`src/rtl/uart_rx_fifo.sv`:
```
// uart_rx_fifo: 8N1 UART receiver feeding a first-word-fall-through byte FIFO
module uart_rx_fifo #(
    parameter int FREQ_HZ    = 12562500,
    parameter int BAUDS      = 115200,
    parameter int FIFO_DEPTH = 4
) (
    input  logic       clk,
    input  logic       reset_n_i,
    input  logic       rx_i,
    output logic [7:0] data_o,
    output logic       valid_o,
    input  logic       ready_i,
    output logic       frame_err_o,
    output logic       overrun_o,
    output logic       busy_o
);
    localparam int CLKS_PER_BIT = FREQ_HZ / BAUDS;
    localparam int HALF_BIT     = CLKS_PER_BIT / 2;
    localparam int CW           = $clog2(CLKS_PER_BIT);
    localparam int AW           = $clog2(FIFO_DEPTH);
    localparam logic [CW-1:0] HALF_LAST = CW'(HALF_BIT - 1);
    localparam logic [CW-1:0] BIT_LAST  = CW'(CLKS_PER_BIT - 1);

    typedef enum logic [2:0] {IDLE, START, DATA, STOP, BRK} state_t;

    state_t        state, state_n;
    logic [CW-1:0] cnt, cnt_n;
    logic [2:0]    idx, idx_n;
    logic [7:0]    sh, sh_n;
    logic          rx_m, rx_s, push, ferr_n;
    logic [7:0]    mem [FIFO_DEPTH];
    logic [AW:0]   wr_ptr, rd_ptr;
    logic          full, pop, wr_en;

    assign pop     = valid_o && ready_i;
    assign full    = (wr_ptr[AW] != rd_ptr[AW]) && (wr_ptr[AW-1:0] == rd_ptr[AW-1:0]);
    assign wr_en   = push && (!full || pop);
    assign valid_o = wr_ptr != rd_ptr;
    assign data_o  = mem[rd_ptr[AW-1:0]];

    // two-flop synchroniser for the asynchronous serial line, idling high
    always_ff @(posedge clk or negedge reset_n_i)
        if (!reset_n_i) {rx_m, rx_s} <= 2'b11;
        else {rx_m, rx_s} <= {rx_i, rx_m};

    // receiver state register; busy and frame error are registered with the state
    always_ff @(posedge clk or negedge reset_n_i)
        if (!reset_n_i) begin
            state       <= IDLE;
            cnt         <= '0;
            idx         <= '0;
            sh          <= '0;
            busy_o      <= 1'b0;
            frame_err_o <= 1'b0;
        end else begin
            state       <= state_n;
            cnt         <= cnt_n;
            idx         <= idx_n;
            sh          <= sh_n;
            busy_o      <= state_n != IDLE;
            frame_err_o <= ferr_n;
        end

    // next-state: start is confirmed mid-bit, then every bit is sampled one bit period later
    always_comb begin
        state_n = state;
        cnt_n   = cnt + 1'b1;
        idx_n   = idx;
        sh_n    = sh;
        push    = 1'b0;
        ferr_n  = 1'b0;
        case (state)
            IDLE: begin
                cnt_n = '0;
                if (!rx_s) state_n = START;
            end
            START: if (cnt == HALF_LAST) begin
                cnt_n   = '0;
                idx_n   = '0;
                state_n = rx_s ? IDLE : DATA;
            end
            DATA: if (cnt == BIT_LAST) begin
                cnt_n = '0;
                sh_n  = {rx_s, sh[7:1]};
                idx_n = idx + 3'd1;
                if (idx == 3'd7) state_n = STOP;
            end
            STOP: if (cnt == BIT_LAST) begin
                cnt_n   = '0;
                push    = rx_s;
                ferr_n  = !rx_s;
                state_n = rx_s ? IDLE : BRK;
            end
            BRK: begin
                cnt_n = '0;
                if (rx_s) state_n = IDLE;
            end
            default: state_n = IDLE;
        endcase
    end

    // FIFO storage and pointers; a push into a full FIFO only survives if a pop frees a slot
    always_ff @(posedge clk or negedge reset_n_i)
        if (!reset_n_i) begin
            for (int i = 0; i < FIFO_DEPTH; i++) mem[i] <= '0;
            wr_ptr    <= '0;
            rd_ptr    <= '0;
            overrun_o <= 1'b0;
        end else begin
            if (wr_en) begin
                mem[wr_ptr[AW-1:0]] <= sh;
                wr_ptr              <= wr_ptr + 1'b1;
            end
            if (pop) rd_ptr <= rd_ptr + 1'b1;
            overrun_o <= push && full && !pop;
        end
endmodule

```
`config.mk`:
```
export PLATFORM = sky130hd
export DESIGN_NAME = uart_rx_fifo
export DESIGN_NICKNAME = d
export VERILOG_FILES = /design/src/rtl/uart_rx_fifo.sv
export SDC_FILE = /design/constraint.sdc
export NUM_CORES = 1
export LEC_CHECK = 0
export CORE_UTILIZATION = 59
export CTS_CLUSTER_SIZE = 14
export DETAILED_ROUTE_END_ITERATION = 16
export HOLD_SLACK_MARGIN = 0.02
export PLACE_DENSITY = 0.78
export SYNTH_ARGS = -nofsm -noshare
export SYNTH_HDL_FRONTEND = slang
export SYNTH_SLANG_ARGS = --single-unit
```
`constraint.sdc`:
```
create_clock -name clk -period 2.3 [get_ports clk]
set_input_delay 0.23 -clock clk [delete_from_list [all_inputs] [get_ports clk]]
set_output_delay 0.23 -clock clk [all_outputs]
set_load 0.01 [all_outputs]
```
==> results.cfg <==
[floorplan]
die_area_um2 = 5460
io_pins = 16
dieHeight_um = 73.9
start_util_pct = 62.9
die_w_um = 73.9
core_area_um2 = 4850
rows = 25

[placed_design]
place_inst = 284
dp_hpwl_mm = 3.77
dpl-instance-area_um2 = 3260
place.gp.congestion = 0.779
io_buffers = 15
post-place-ws_ps = 279

[route]
drc = 0
num_vias = 1718
drt_iter0_markers = 134
drt_pass1_iterations = 4
avgViaCountPerCell = 5.73
ant_nets = 0
routed_wl_mm = 5.49
drt-wirelength-per-cell_um = 18.3

[grt]
grt_use_total_pct = 24.2
grt_pass1_vias = 1853
antenna_found_initial = 0
grt_pass1_wl_mm = 9.36
grt_max_degree = 34
grt_overflow_total = 0

[power_and_ir_drop]
total_power_mw = 2.01
p_per_area_nw_per_um2 = 583
peakVddDrop_mv = 0.412
leakagePower_nw = 1.60

[finish]
diodes = 0
fin_cells = 300
final_area_um2 = 3450
fin_nets = 243
area_growth_pct = 13.2
layout-drive-gt1-share_pct = 36.1
multiInputGateArea_um2 = 1370
regArea_um2 = 1600
nFillCells = 341
fin_util_pct = 71.2

[sta]
fin_setup_tns_ps = 0
setup_viol = 0
hold_viol_final = 0
hold_ws_ps = 293
rsz0062_at_grt = no
clock_skew_ps = 7.40
slew_headroom_pct = 50.9
fmax_mhz = 453
tightest_slew_ps = 736
min_period_ps = 2210
setup_ws_ps = 90.1
fin_crit_sh_pct = 96.1
maxSlewViolCount = 0

[worst_setup_path]
cp-start-kind = register
path_max_fanout = 9
critPathArrivalTime_ps = 1980
crit_buf_inv = 2
worstSetupEndpointType = primary output
slowest_delay_ps = 530
crit_chain = buf_6 -> mux4_2 -> clkdlybuf4s50_1
required_ps = 2070
worst_path_max_delay_cell = mux4_2
crit_type = reg2out
cp_top_family = buffers and inverters

[logic_synthesis]
synth_area_um2 = 3050
synth_area_leaders = dfrtp_1, mux2_2, mux4_2, ha_1, mux2_4
yosys_warnings = 0
ys_ff_latch = 64
synth-edff-count = 0
seq_area_frac_synth_pct = 52.6
synth_ff_type = dfrtp_1
netlist_instances = 205
ys_types = 39
synth_nets = 219
syn_avg_cell_area_um2 = 14.9
synth_async_sr_flop_share_pct = 100
synth_top_area_cell = dfrtp_1
synth_top_area_share_pct = 50.9

[clock_network]
htreeDepth = 3
cts-root-buf = clkbuf_8
cts_tree = yes
numCtsBuffers = 9
numClockSinks = 64
cts.clk_slew.worst_paths_ps = 70
clkLatencyLatePin_ps = 340
cts_buffer_depth = 2
cts_setup_buffers = 0

[min_path]
hold_path_class = in2reg

[outcome]
status = completed

[run]
drv_cap = 0
==> logic make-up (layout without fill, tap and decap cells) <==
kind of cell / Yosys count / count (layout) / share of synthesized area, %
XOR/XNOR: 12 / 12 / 3.45
flip-flops: 64 / 64 / 52.6
buffers and inverters: 13 / 41 / 2.55
multiplexers: 51 / 51 / 22.8
adder cells (fa/ha/maj): 10 / 10 / 4.11
AO/OA/AOI/OAI: 9 / 9 / 2.42
AND/OR/NAND/NOR: 46 / 46 / 12.1
==> layout make-up <==
cell class                      count  share of cell area, %
Tap cell                           67                   2.43
Clock inverter                      3                  0.508
Inverter                            6                  0.653
Sequential cell                    64                   46.5
Timing Repair Buffer               20                   5.84
Multi-Input combinational cell    128                   39.6
Clock buffer                       12                   4.50
==> path summary, 6_finish.rpt <==
check                      startpoint        end  slack, ps  cells after the start
setup / recovery            rd_ptr[0]  data_o[3]         90                      3
max in group asynchronous   reset_n_i    mem[24]       1200                      3
setup reg to reg               cnt[1]      sh[0]        250                      6
min in group asynchronous   reset_n_i     cnt[5]        490                      2
hold reg to reg                  rx_m       rx_s        360                      0
hold / removal                   rx_i       rx_m        290                      1
==> report_power, final <==
part	leakage, nW	internal, mW	total [mW]	switching, mW
clock network	0.0882	0.440	0.847	0.407
logic	0.645	0.00987	0.0356	0.0257
registers	0.867	1.13	1.13	0.00213
==> synth_stat cells, drive strengths merged, types with 3 or more instances <==
cell type  count
dfrtp         62
mux2          43
nor2          11
ha            10
mux4           8
buf            7
nand3          7
xnor2          7
inv            6
xor2           5
and2           4
nand2          4
nand4          4
nor2b          3
==> placed cells by master, fill, tap and decap left out, types with 2 or more instances in the layout <==
cell and n:
clkdlybuf4s50_1 14, xnor2_1 7, nand4b_4 2, inv_1 6, o211ai_1 2, nand4_4 3, dfstp_2 2, nand3_1 6
nor2b_4 2, dfrtp_1 62, or3_1 2, nor2_1 11, nor4b_1 2, xor2_1 5, clkbuf_8 11, mux2_2 35
mux2_4 8, and2_1 3, mux4_2 8, buf_4 2, ha_1 10, nand2_1 4, a22o_1 2, nand3b_1 2
clkinv_2 2
==> repair_timing <==
action | CTS | global route
gates resized for setup | 0 | 1
setup endpoints to repair | 0 | 5
hold endpoints to repair | 30 | 0
hold buffers | 1 | 0
==> metal layers <==
layer	wire, um	up-vias	GRT usage [%]
met2	2700	31	37.4
met4	101	0	9.83
li1	-	785	-
met5	0	-	0
met1	2530	892	33.5
met3	153	10	5.08
==> flip-flops by register name, summed over array words and instances (netlist names), 3 cells and up <==
| name | cells |
|---|---|
| cnt | 7 |
| idx | 3 |
| mem | 32 |
| rd_ptr | 3 |
| sh | 8 |
| state | 3 |
| wr_ptr | 3 |
Power figures use the tool's default switching activity.
